## src/rtl/vga_timing_gen.sv

```systemverilog
// VGA raster timing generator: pixel prescaler, DrawX/DrawY scan counters,
// registered active-low syncs and visible-area flag, plus line/frame strobes.
module vga_timing_gen #(
  parameter int unsigned CLK_DIV   = 2,
  parameter int unsigned H_VISIBLE = 640,
  parameter int unsigned H_FP      = 16,
  parameter int unsigned H_SYNC    = 96,
  parameter int unsigned H_BP      = 48,
  parameter int unsigned V_VISIBLE = 480,
  parameter int unsigned V_FP      = 10,
  parameter int unsigned V_SYNC    = 2,
  parameter int unsigned V_BP      = 33
) (
  input  logic       Clk,
  input  logic       Reset,
  output logic       pix_tick,
  output logic [9:0] DrawX,
  output logic [9:0] DrawY,
  output logic       hs,
  output logic       vs,
  output logic       blank,
  output logic       line_end,
  output logic       frame_end
);

  localparam int unsigned CNT_W   = 10;
  localparam int unsigned H_TOTAL = H_VISIBLE + H_FP + H_SYNC + H_BP;
  localparam int unsigned V_TOTAL = V_VISIBLE + V_FP + V_SYNC + V_BP;
  localparam int unsigned DIV_W   = (CLK_DIV > 1) ? $clog2(CLK_DIV) : 1;

  localparam logic [DIV_W-1:0] DIV_LAST = DIV_W'(CLK_DIV - 1);
  localparam logic [CNT_W-1:0] H_LAST   = CNT_W'(H_TOTAL - 1);
  localparam logic [CNT_W-1:0] V_LAST   = CNT_W'(V_TOTAL - 1);
  localparam logic [CNT_W-1:0] H_VIS    = CNT_W'(H_VISIBLE);
  localparam logic [CNT_W-1:0] V_VIS    = CNT_W'(V_VISIBLE);
  localparam logic [CNT_W-1:0] HS_FIRST = CNT_W'(H_VISIBLE + H_FP);
  localparam logic [CNT_W-1:0] HS_LAST  = CNT_W'(H_VISIBLE + H_FP + H_SYNC - 1);
  localparam logic [CNT_W-1:0] VS_FIRST = CNT_W'(V_VISIBLE + V_FP);
  localparam logic [CNT_W-1:0] VS_LAST  = CNT_W'(V_VISIBLE + V_FP + V_SYNC - 1);

  logic [DIV_W-1:0] div_cnt;
  logic [CNT_W-1:0] x_next;
  logic [CNT_W-1:0] y_next;
  logic             at_line_end;
  logic             at_frame_end;

  // Tick is suppressed during reset so no strobe can leak through a reset cycle.
  assign pix_tick     = ~Reset & (div_cnt == DIV_LAST);
  assign at_line_end  = (DrawX == H_LAST);
  assign at_frame_end = at_line_end & (DrawY == V_LAST);
  assign line_end     = pix_tick & at_line_end;
  assign frame_end    = pix_tick & at_frame_end;

  // Next scan position; syncs/blank are derived from it so they line up with DrawX/DrawY.
  always_comb begin
    x_next = DrawX;
    y_next = DrawY;
    if (pix_tick) begin
      if (at_line_end) begin
        x_next = '0;
        y_next = (DrawY == V_LAST) ? '0 : DrawY + CNT_W'(1);
      end else begin
        x_next = DrawX + CNT_W'(1);
      end
    end
  end

  always_ff @(posedge Clk) begin
    if (Reset) begin
      div_cnt <= '0;
      DrawX   <= '0;
      DrawY   <= '0;
      hs      <= 1'b1;
      vs      <= 1'b1;
      blank   <= 1'b1;
    end else begin
      div_cnt <= (div_cnt == DIV_LAST) ? '0 : div_cnt + DIV_W'(1);
      DrawX   <= x_next;
      DrawY   <= y_next;
      hs      <= ~((x_next >= HS_FIRST) && (x_next <= HS_LAST));
      vs      <= ~((y_next >= VS_FIRST) && (y_next <= VS_LAST));
      blank   <= (x_next < H_VIS) && (y_next < V_VIS);
    end
  end

endmodule
```

## config.mk

```make
export PLATFORM = sky130hd
export DESIGN_NAME = vga_timing_gen
export DESIGN_NICKNAME = d
export VERILOG_FILES = /design/src/rtl/vga_timing_gen.sv
export SDC_FILE = /design/constraint.sdc
export NUM_CORES = 1
export LEC_CHECK = 0
export ABC_AREA = 1
export BUFFER_PORTS_ARGS = -buffer_cell sky130_fd_sc_hd__buf_2
export CAP_MARGIN = 20
export CORE_MARGIN = 4
export CORE_UTILIZATION = 40
export DETAILED_ROUTE_END_ITERATION = 12
export PLACE_DENSITY = 0.67
export SLEW_MARGIN = 15
export SYNTH_ARGS = -nofsm -noshare
export SYNTH_HDL_FRONTEND = slang
export SYNTH_SLANG_ARGS = --single-unit
```

## constraint.sdc

```tcl
create_clock -name Clk -period 2.1 [get_ports Clk]
set_input_delay 0.315 -clock Clk [delete_from_list [all_inputs] [get_ports Clk]]
set_output_delay 0.315 -clock Clk [all_outputs]
set_load 0.03 [all_outputs]
```

==> flow_summary.yaml, run 1 <==
outcome:
  status: "finished clean"
yosys:
  synth_area_leader_cell: "dfxtp_1"
  synth_warnings: 0
  synth-main-ff-cell: "dfxtp_1"
  yosys_register_bits: 24
  yosysTopAreaCellShare_pct: 33.7
  synthCells: 207
  synth_edf_count: 0
  ys_types: 29
  syn_nets: 212
  syn_avg_cell_area_um2: 6.89
  syn_area_um2: 1430
  ys_async_sr_fraction_pct: 0
  ys_top_cells_by_area: "dfxtp_1, nand2_1, nor2_1, inv_1, nand3_1"
  ys_seq_area_share_pct: 33.7
grt:
  grt_overflow_total: 0
  antenna_found_initial: 0
  grt_pass1_vias: 1153
  grt_max_degree: 20
  grt_pass1_wl_um: 5130
  grt_use_total_pct: 14.6
setup_path:
  end_kind: "output port"
  r2r_end: "vs"
  critPathTopFamily: "simple AND/OR/NAND/NOR gates"
  slowest_delay_ps: 380
  ff2ff_path_depth: 13
  reg2reg_slack_ps: 250
  critPathLaunchType: "flop"
  cp-startpoint: "DrawX[0]"
  path_cells: "ha_1 > nand2_2 > inv_1 > nand2_2 > nor2_4 > nand2_2 > nor2_4 > buf_4"
  worstSetupPathType: "flop to output port"
  worst-endpoint-required_ps: 1780
  critPathBufInv: 2
  endpoint: "frame_end"
  cp_common_cell: "nand2_2"
  critPathArrivalTime_ps: 1650
  r2r_start: "DrawX[0]"
  cp_max_fo: 4
  cp.depth: 8
  critical-path-slowest-cell: "dfxtp_2"
layout:
  drive_above_1_share_pct: 29.6
  fin_nets: 249
  fill_cells: 337
  multi_input_area_um2: 818
  register_area_um2: 483
  final_cell_mix: "nand2_1, nor2_1, buf_2"
  syn2layout_area_growth_pct: 19.6
  diodes: 0
  final_common_cell: "nand2_1"
sta:
  finalSetupViolCount: 0
  setup_ws_ps: 130
  maxSlewViolCount: 0
  fin_skew_ps: 8.26
  hold_viol_final: 0
  finalCritPeriodShare_pct: 93.8
  worst_hold_slack_ps: 321
  fmax_mhz: 508
  tightestPinTransition_ps: 299
  grt_setup_unrepaired: "yes"
  slew_headroom_pct: 79.9
  layout_min_cycle_time_ps: 1970
run:
  cap_viol_max_count: 0
worst_hold_path:
  min_from: "Reset"
  hp-class: "input port to flop"
place:
  io_buffers: 27
  hpwl_um: 2400
  gp_congestion: 0.890
  place_ws_ps: 238
floorplanning:
  fp.coreArea_um2: 3390
  die_x_um: 67.7
  fp.dieH_um: 67.7
  std_cell_rows: 21
  initial_core_util_pct: 42.1
  io_pins: 28
  die_area_um2: 4590
clock_network:
  clock_latency_ps: 320
  path_clk_slew_ps: 130
  cts_tree: "yes"
  cts-root-buf: "clkbuf_4"
  holdBufCountCts: 0
  clk_path_buf_depth: 2
  numCtsBuffers: 3
  htree_levels: 1
  cts_sinks: 24
routing:
  via_per_inst: 4.57
  drt_wl_total_um: 3020
  wl_per_cell_um: 10.4
  drc_errors: 0
  ant_nets: 0
  drt-pass1-iter-count: 4
  first_iter_violations: 59
  vias: 1320
power_and_ir_drop:
  power.leakage_nw: 0.902
  powerDensity_nw_per_um2: 443
  ir_drop_uv: 181
through the flow:
stage          utilization (%)  TNS [ps]  cell area (um2)  power [mW]  instances
5_1_grt                   50.3     -3.82             1710       0.788        289
3_5_place_dp              47.2         0             1600       0.515        279
2_1_floorplan                -         0             1430       0.504        207
3_3_place_gp              47.2         0             1600       0.515        279
4_1_cts                   48.4         0             1640       0.770        283
6_report                  50.3         0             1710       0.755        289
flip-flops by register name, summed over array words and instances (netlist names):
name / flops
DrawX: 10
DrawY: 10
blank: 1
div_cnt: 1
hs: 1
vs: 1
where the power goes:
| group | switching, mW | internal, mW |
|---|---|---|
| clock network | 0.144 | 0.106 |
| logic | 0.0278 | 0.0122 |
| registers | 0.00473 | 0.460 |
routing by layer:
layer | part of all wire [%] | track usage (%) | routed length (um)
met1 | 50 | 20.5 | 1520
met2 | 42 | 21.9 | 1260
met3 | 6.4 | 2.66 | 193
met4 | 1.4 | 6.08 | 42
met5 | 0 | 0 | 0
tightest hold or removal path, delay by kind of cell:
| family | cells | cell delay [ps] |
|---|---|---|
| buffers and inverters | 2 | 210 |
| and+or+nand+nor | 1 | 80 |
Yosys cell counts (3+ instances only):
| cell | number |
|---|---|
| inv_2 | 5 |
| dfxtp_1 | 24 |
| nor3_1 | 5 |
| nor2_2 | 8 |
| a21oi_1 | 3 |
| inv_1 | 25 |
| ha_1 | 3 |
| nand3_1 | 17 |
| nand2_2 | 4 |
| nand2_1 | 55 |
| nor2_1 | 31 |
how the worst min path moves through the flow:
stage | to | slack (ps) | cells past startpoint
finish | hs | 320 | 3
global route | hs | 340 | 3
CTS | hs | 310 | 3
detailed placement | div_cnt | 480 | 1
global placement | div_cnt | 470 | 1
floorplan | hs | 440 | 2
what timing repair did:
action	4_1_cts	5_1_grt
setup buffers	0	6
gates resized for setup	2	5
endpoints found under the setup margin	2	2
gates cloned	0	0
endpoints found under the hold margin	0	0
pin swaps	0	1
area by class of cell:
class,count,area share [%]
Timing Repair Buffer,35,11.6
Clock buffer,4,2.13
Multi-Input combinational cell,150,48.0
Tap cell,46,3.37
Inverter,30,6.60
Sequential cell,24,28.3
kinds of logic after synthesis:
logic type      after synthesis  synth area share (%)
fa+ha+maj                     3                  2.63
xor+xnor                      4                  2.46
buf+inv                      33                  10.4
simple gates                133                  46.4
compound gates               10                  4.47
flops                        24                  33.7
No activity file was read; power rests on OpenSTA's default activity.
==> inputs of run 2 (changes only) <==
Settings changed: CORE_UTILIZATION 40 to 49, PLACE_DENSITY 0.67 to 0.81.
Clock period 2.1 ns to 1.8 ns, I/O delays scaled along.
==> run 2 against run 1 <==
  * Non-clock buffer count increased by 19
  * Final cell count up 1.4%
  * Largest power group unchanged
  * Critical endpoint unchanged
  * Hold slack got worse by 51 ps
  * Final area grew 15%
  * Sequential power is 16% higher
  * Combinational power grew 48%
  * Highest routed layer unchanged
==> flow_summary.yaml, run 2 (synthesized netlist as in run 1, its figures left out) <==
setup_path:
  critPathLaunchType: "flop"
  worstSetupPathType: "flop to output port"
  r2r_end: "vs"
  cp_max_fo: 4
  reg2reg_slack_ps: 30
  worst-endpoint-required_ps: 1530
  critPathBufInv: 2
  critical-path-slowest-cell: "dfxtp_1"
  critPathArrivalTime_ps: 1510
  critPathTopFamily: "simple AND/OR/NAND/NOR gates"
  r2r_start: "DrawX[0]"
  slowest_delay_ps: 410
  end_kind: "output port"
  cp_common_cell: "nor2_4"
  path_cells: "nand2_2 > inv_1 > nand2_1 > nor2_4 > nand2_4 > nor2_4 > buf_6"
  ff2ff_path_depth: 12
layout:
  fin_area_um2: 1970
  final_common_cell: "nand2_1"
  fin_nets: 268
  largestRegisters: "DrawX (10), DrawY (10)"
  utilization_pct: 71.3
  diodes: 0
  final_cell_mix: "nand2_1, nor2_1, buf_2, buf_4, inv_1"
  fill_cells: 213
  syn2layout_area_growth_pct: 37.9
  drive_above_1_share_pct: 42.0
run:
  cap_viol_max_count: 0
clock_network:
  clock_latency_ps: 320
  cts_sinks: 24
  clk_path_buf_depth: 2
  cts_tree: "yes"
  numCtsBuffers: 3
  path_clk_slew_ps: 140
  htree_levels: 1
  cts-root-buf: "clkbuf_4"
grt:
  antenna_found_initial: 0
  grt_overflow_total: 0
  grt_max_degree: 15
  grt_pass1_wl_um: 5550
  grt_pass1_vias: 1287
  grt_use_total_pct: 19.5
power_and_ir_drop:
  powerDensity_nw_per_um2: 510
  power.leakage_nw: 1.03
  clkPwrFrac_pct: 40.3
  power_switching_mw: 0.221
  switching_share_pct: 22.1
  ir_drop_uv: 444
  p_int_mw: 0.781
  seq_power_share_pct: 53.8
  power_mw: 1.00
  comb_power_share_pct: 5.9
sta:
  finalSetupViolCount: 0
  hold_viol_final: 0
  fin_skew_ps: 0.645
  tightestPinTransition_ps: 303
  layout_min_cycle_time_ps: 1780
  fmax_mhz: 563
  finalCritPeriodShare_pct: 98.7
  slew_headroom_pct: 79.7
  grt_setup_unrepaired: "yes"
  maxSlewViolCount: 0
routing:
  ant_nets: 0
  drt-pass1-iter-count: 4
  drt_wl_total_um: 3840
  wl_per_cell_um: 13.1
  drc_errors: 0
  vias: 1491
  via_per_inst: 5.09
  first_iter_violations: 112
outcome:
  status: "finished clean"
floorplanning:
  io_pins: 28
  fp.dieH_um: 62.0
  die_area_um2: 3840
  fp.coreArea_um2: 2760
  initial_core_util_pct: 51.7
  die_x_um: 62.0
  std_cell_rows: 19
worst_hold_path:
  holdPathEnd: "hs"
  hold_path_depth: 3
  min_from: "Reset"
  hp-class: "input port to flop"
place:
  postPlaceCellArea_um2: 1640
  hpwl_um: 2370
  io_buffers: 27
  gp_congestion: 0.845
run 2: cell count changes in the layout (fill, tap and decap cells not counted), moves of 3 or more:
cell,before,now
buf_4,9,25
buf_6,0,4
dfxtp_1,22,18
inv_1,25,22
inv_4,0,3
nand2_1,54,47
nand2_2,5,9
run 2: tightest hold or removal path, cell delays in order:
cell and delay, ps:
buf_2 140, inv_2 80, nand3_1 80
run 2: area by class of cell:
cell class	count	area, um2	area share (%)
Clock buffer	3	22.5	1.15
Clock inverter	1	30.0	1.53
Inverter	30	120	6.11
Multi-Input combinational cell	150	905	46.0
Sequential cell	24	493	25.1
Tap cell	31	38.8	1.97
Timing Repair Buffer	54	358	18.2
run 2: repair_timing:
action | CTS | global route
resized for setup | 14 | 27
hold buffers | 0 | 0
pin swaps | 7 | 14
gates cloned | 0 | 0
setup endpoints to repair | 4 | 4
buffers inserted | 12 | 7
run 2: per-stage QoR:
step	setup WS [ps]	setup TNS [ps]	std cells	hold slack, ps
3_5_place_dp	-3.23	-3.23	270	474
3_3_place_gp	77.9	0	270	466
6_report	23.3	0	293	270
4_1_cts	-6.85	-6.85	286	246
5_1_grt	-76.4	-205	293	295
2_1_floorplan	7.61	0	207	396
run 2: per-layer routing:
layer  GRT usage [%]  up-vias  wire (um)
met5               0        -          0
li1                -      753          -
met2            32.0       61       1850
met1            26.2      663       1670
met4            6.67        0        115
met3            2.69       14        206
run 2: worst max-delay path by stage:
| stage | endpoint | from | slack, ps | cells after the start |
|---|---|---|---|---|
| global placement | vs | DrawX[0] | 80 | 11 |
| CTS | frame_end | DrawX[1] | -7 | 8 |
| finish | frame_end | DrawX[4] | 20 | 7 |
| global route | vs | DrawX[0] | -80 | 12 |
| detailed placement | vs | DrawX[0] | -3 | 12 |
| floorplan | vs | DrawY[0] | 8 | 10 |
run 2: power by group through the flow:
stage / logic, mW / registers (mW) / clock network [mW]
finish: 0.0591 / 0.540 / 0.404
global route: 0.0644 / 0.540 / 0.427
CTS: 0.0571 / 0.542 / 0.415
detailed placement: 0.0491 / 0.554 / 0
global placement: 0.0485 / 0.554 / 0
floorplan: 0.0283 / 0.560 / 0
==> inputs of run 3 (changes only) <==
Settings changed: PLACE_DENSITY 0.81 to 0.78.
Clock period 1.8 ns to 1.95 ns, I/O delays scaled along.
==> run 3 against run 2 <==
  * Via count down 7.6%
  * Global-route usage down 2.0 points
  * Sequential power down 7.2%
  * Die area unchanged
  * Critical path type unchanged
==> flow_summary.yaml, run 3 (synthesized netlist as in run 1, its figures left out) <==
outcome:
  status: "finished clean"
sta:
  fmax_mhz: 534
  slew_headroom_pct: 80.0
  finalSetupTns_ps: 0
  finalCritPeriodShare_pct: 96.1
  tightestPinTransition_ps: 297
  layout_min_cycle_time_ps: 1870
  grt_setup_unrepaired: "yes"
  maxSlewViolCount: 0
  finalSetupViolCount: 0
  hold_viol_final: 0
  fin_skew_ps: 7.75
power_and_ir_drop:
  power_switching_mw: 0.193
  ir_drop_uv: 338
  seq_power_share_pct: 61.1
  comb_power_share_pct: 5.9
  powerDensity_nw_per_um2: 468
  switching_share_pct: 23.5
  clkPwrFrac_pct: 32.9
  p_int_mw: 0.626
  power_mw: 0.819
  power.leakage_nw: 0.932
routing:
  drc_errors: 0
  first_iter_violations: 65
  vias: 1377
  drt_wl_total_um: 3170
  drt-pass1-iter-count: 5
  via_per_inst: 4.95
  wl_per_cell_um: 11.4
  ant_nets: 0
floorplanning:
  initial_core_util_pct: 51.7
  die_area_um2: 3840
  io_pins: 28
  fp.dieH_um: 62.0
  std_cell_rows: 19
  fp.coreArea_um2: 2760
  die_x_um: 62.0
clock_network:
  clock_latency_ps: 320
  cts-root-buf: "clkbuf_4"
  htree_levels: 1
  holdBufCountCts: 0
  clk_path_buf_depth: 2
  cts_sinks: 24
  cts_tree: "yes"
  path_clk_slew_ps: 140
  numCtsBuffers: 3
setup_path:
  critPathBufInv: 2
  slowest_delay_ps: 390
  critPathTopFamily: "simple AND/OR/NAND/NOR gates"
  critical-path-slowest-cell: "dfxtp_4"
  critPathArrivalTime_ps: 1580
  path_cells: "ha_4 > nand2_4 > inv_2 > nand2_2 > nor2_4 > nand2_4 > nor2_4 > buf_6"
  critPathLaunchType: "flop"
  worst-endpoint-required_ps: 1660
  worstSetupPathType: "flop to output port"
  end_kind: "output port"
  cp_max_fo: 3
grt:
  grt_overflow_total: 0
  grt_pass1_wl_um: 5020
  grt_use_total_pct: 17.5
  grt_pass1_vias: 1181
  grt_max_degree: 14
  antenna_found_initial: 0
place:
  gp_congestion: 0.855
  hpwl_um: 2330
  io_buffers: 27
  postPlaceCellArea_um2: 1580
  dp.cells: 263
layout:
  register_area_um2: 488
  syn2layout_area_growth_pct: 22.7
  fin_area_um2: 1750
  largestRegisters: "DrawX (10), DrawY (10)"
  fill_cells: 247
  diodes: 0
  final_cells: 278
  multi_input_area_um2: 841
  drive_above_1_share_pct: 32.4
  final_cell_mix: "nand2_1, nor2_1, buf_2"
  utilization_pct: 63.5
  final_common_cell: "nand2_1"
  fin_nets: 253
worst_hold_path:
  hp-class: "input port to flop"
run:
  cap_viol_max_count: 0
## run 3: worst paths after layout
| check | cells after the start | end | from | slack [ps] |
|---|---|---|---|---|
| worst max-delay path | 8 | frame_end | DrawX[1] | 80 |
| worst min-delay path | 2 | DrawY[8] | Reset | 280 |
| worst max register to register | 10 | vs | DrawY[0] | 140 |
| worst min register to register | 1 | div_cnt | div_cnt | 470 |
## run 3: layer usage
metal	vias up	part of all wire [%]	track usage [%]
met3	5	5.4	2.07
met5	-	0	0
met1	614	48	26.1
met2	38	44	25.0
li1	720	-	-
met4	0	1.9	7.58
## run 3: final cells by class
type                    count  share of cell area, %
multi-input cells         150                   48.0
flip-flops and latches     24                   27.9
repair buffers             39                   13.4
inverters                  30                   6.43
well taps                  31                   2.22
clock buffers               4                   2.07
## run 3: power groups by stage
stage | Sequential, mW | Combinational (mW) | Clock [mW]
after floorplan | 0.516 | 0.0261 | 0
final | 0.501 | 0.0487 | 0.270
after global placement | 0.511 | 0.0415 | 0
after global routing | 0.502 | 0.0537 | 0.296
after detailed placement | 0.511 | 0.0414 | 0
after CTS | 0.500 | 0.0451 | 0.283
## run 3: what timing repair did
item | 4_1_cts | 5_1_grt
setup endpoints to repair | 2 | 3
setup buffers | 3 | 8
gates resized for setup | 9 | 7
pin swaps | 2 | 3
## run 3: metrics by stage
step	hold WS [ps]	setup slack, ps
CTS	263	1.30
global placement	471	175
global route	279	-52.7
floorplan	419	20.6
detailed placement	480	83.6
finish	275	75.9
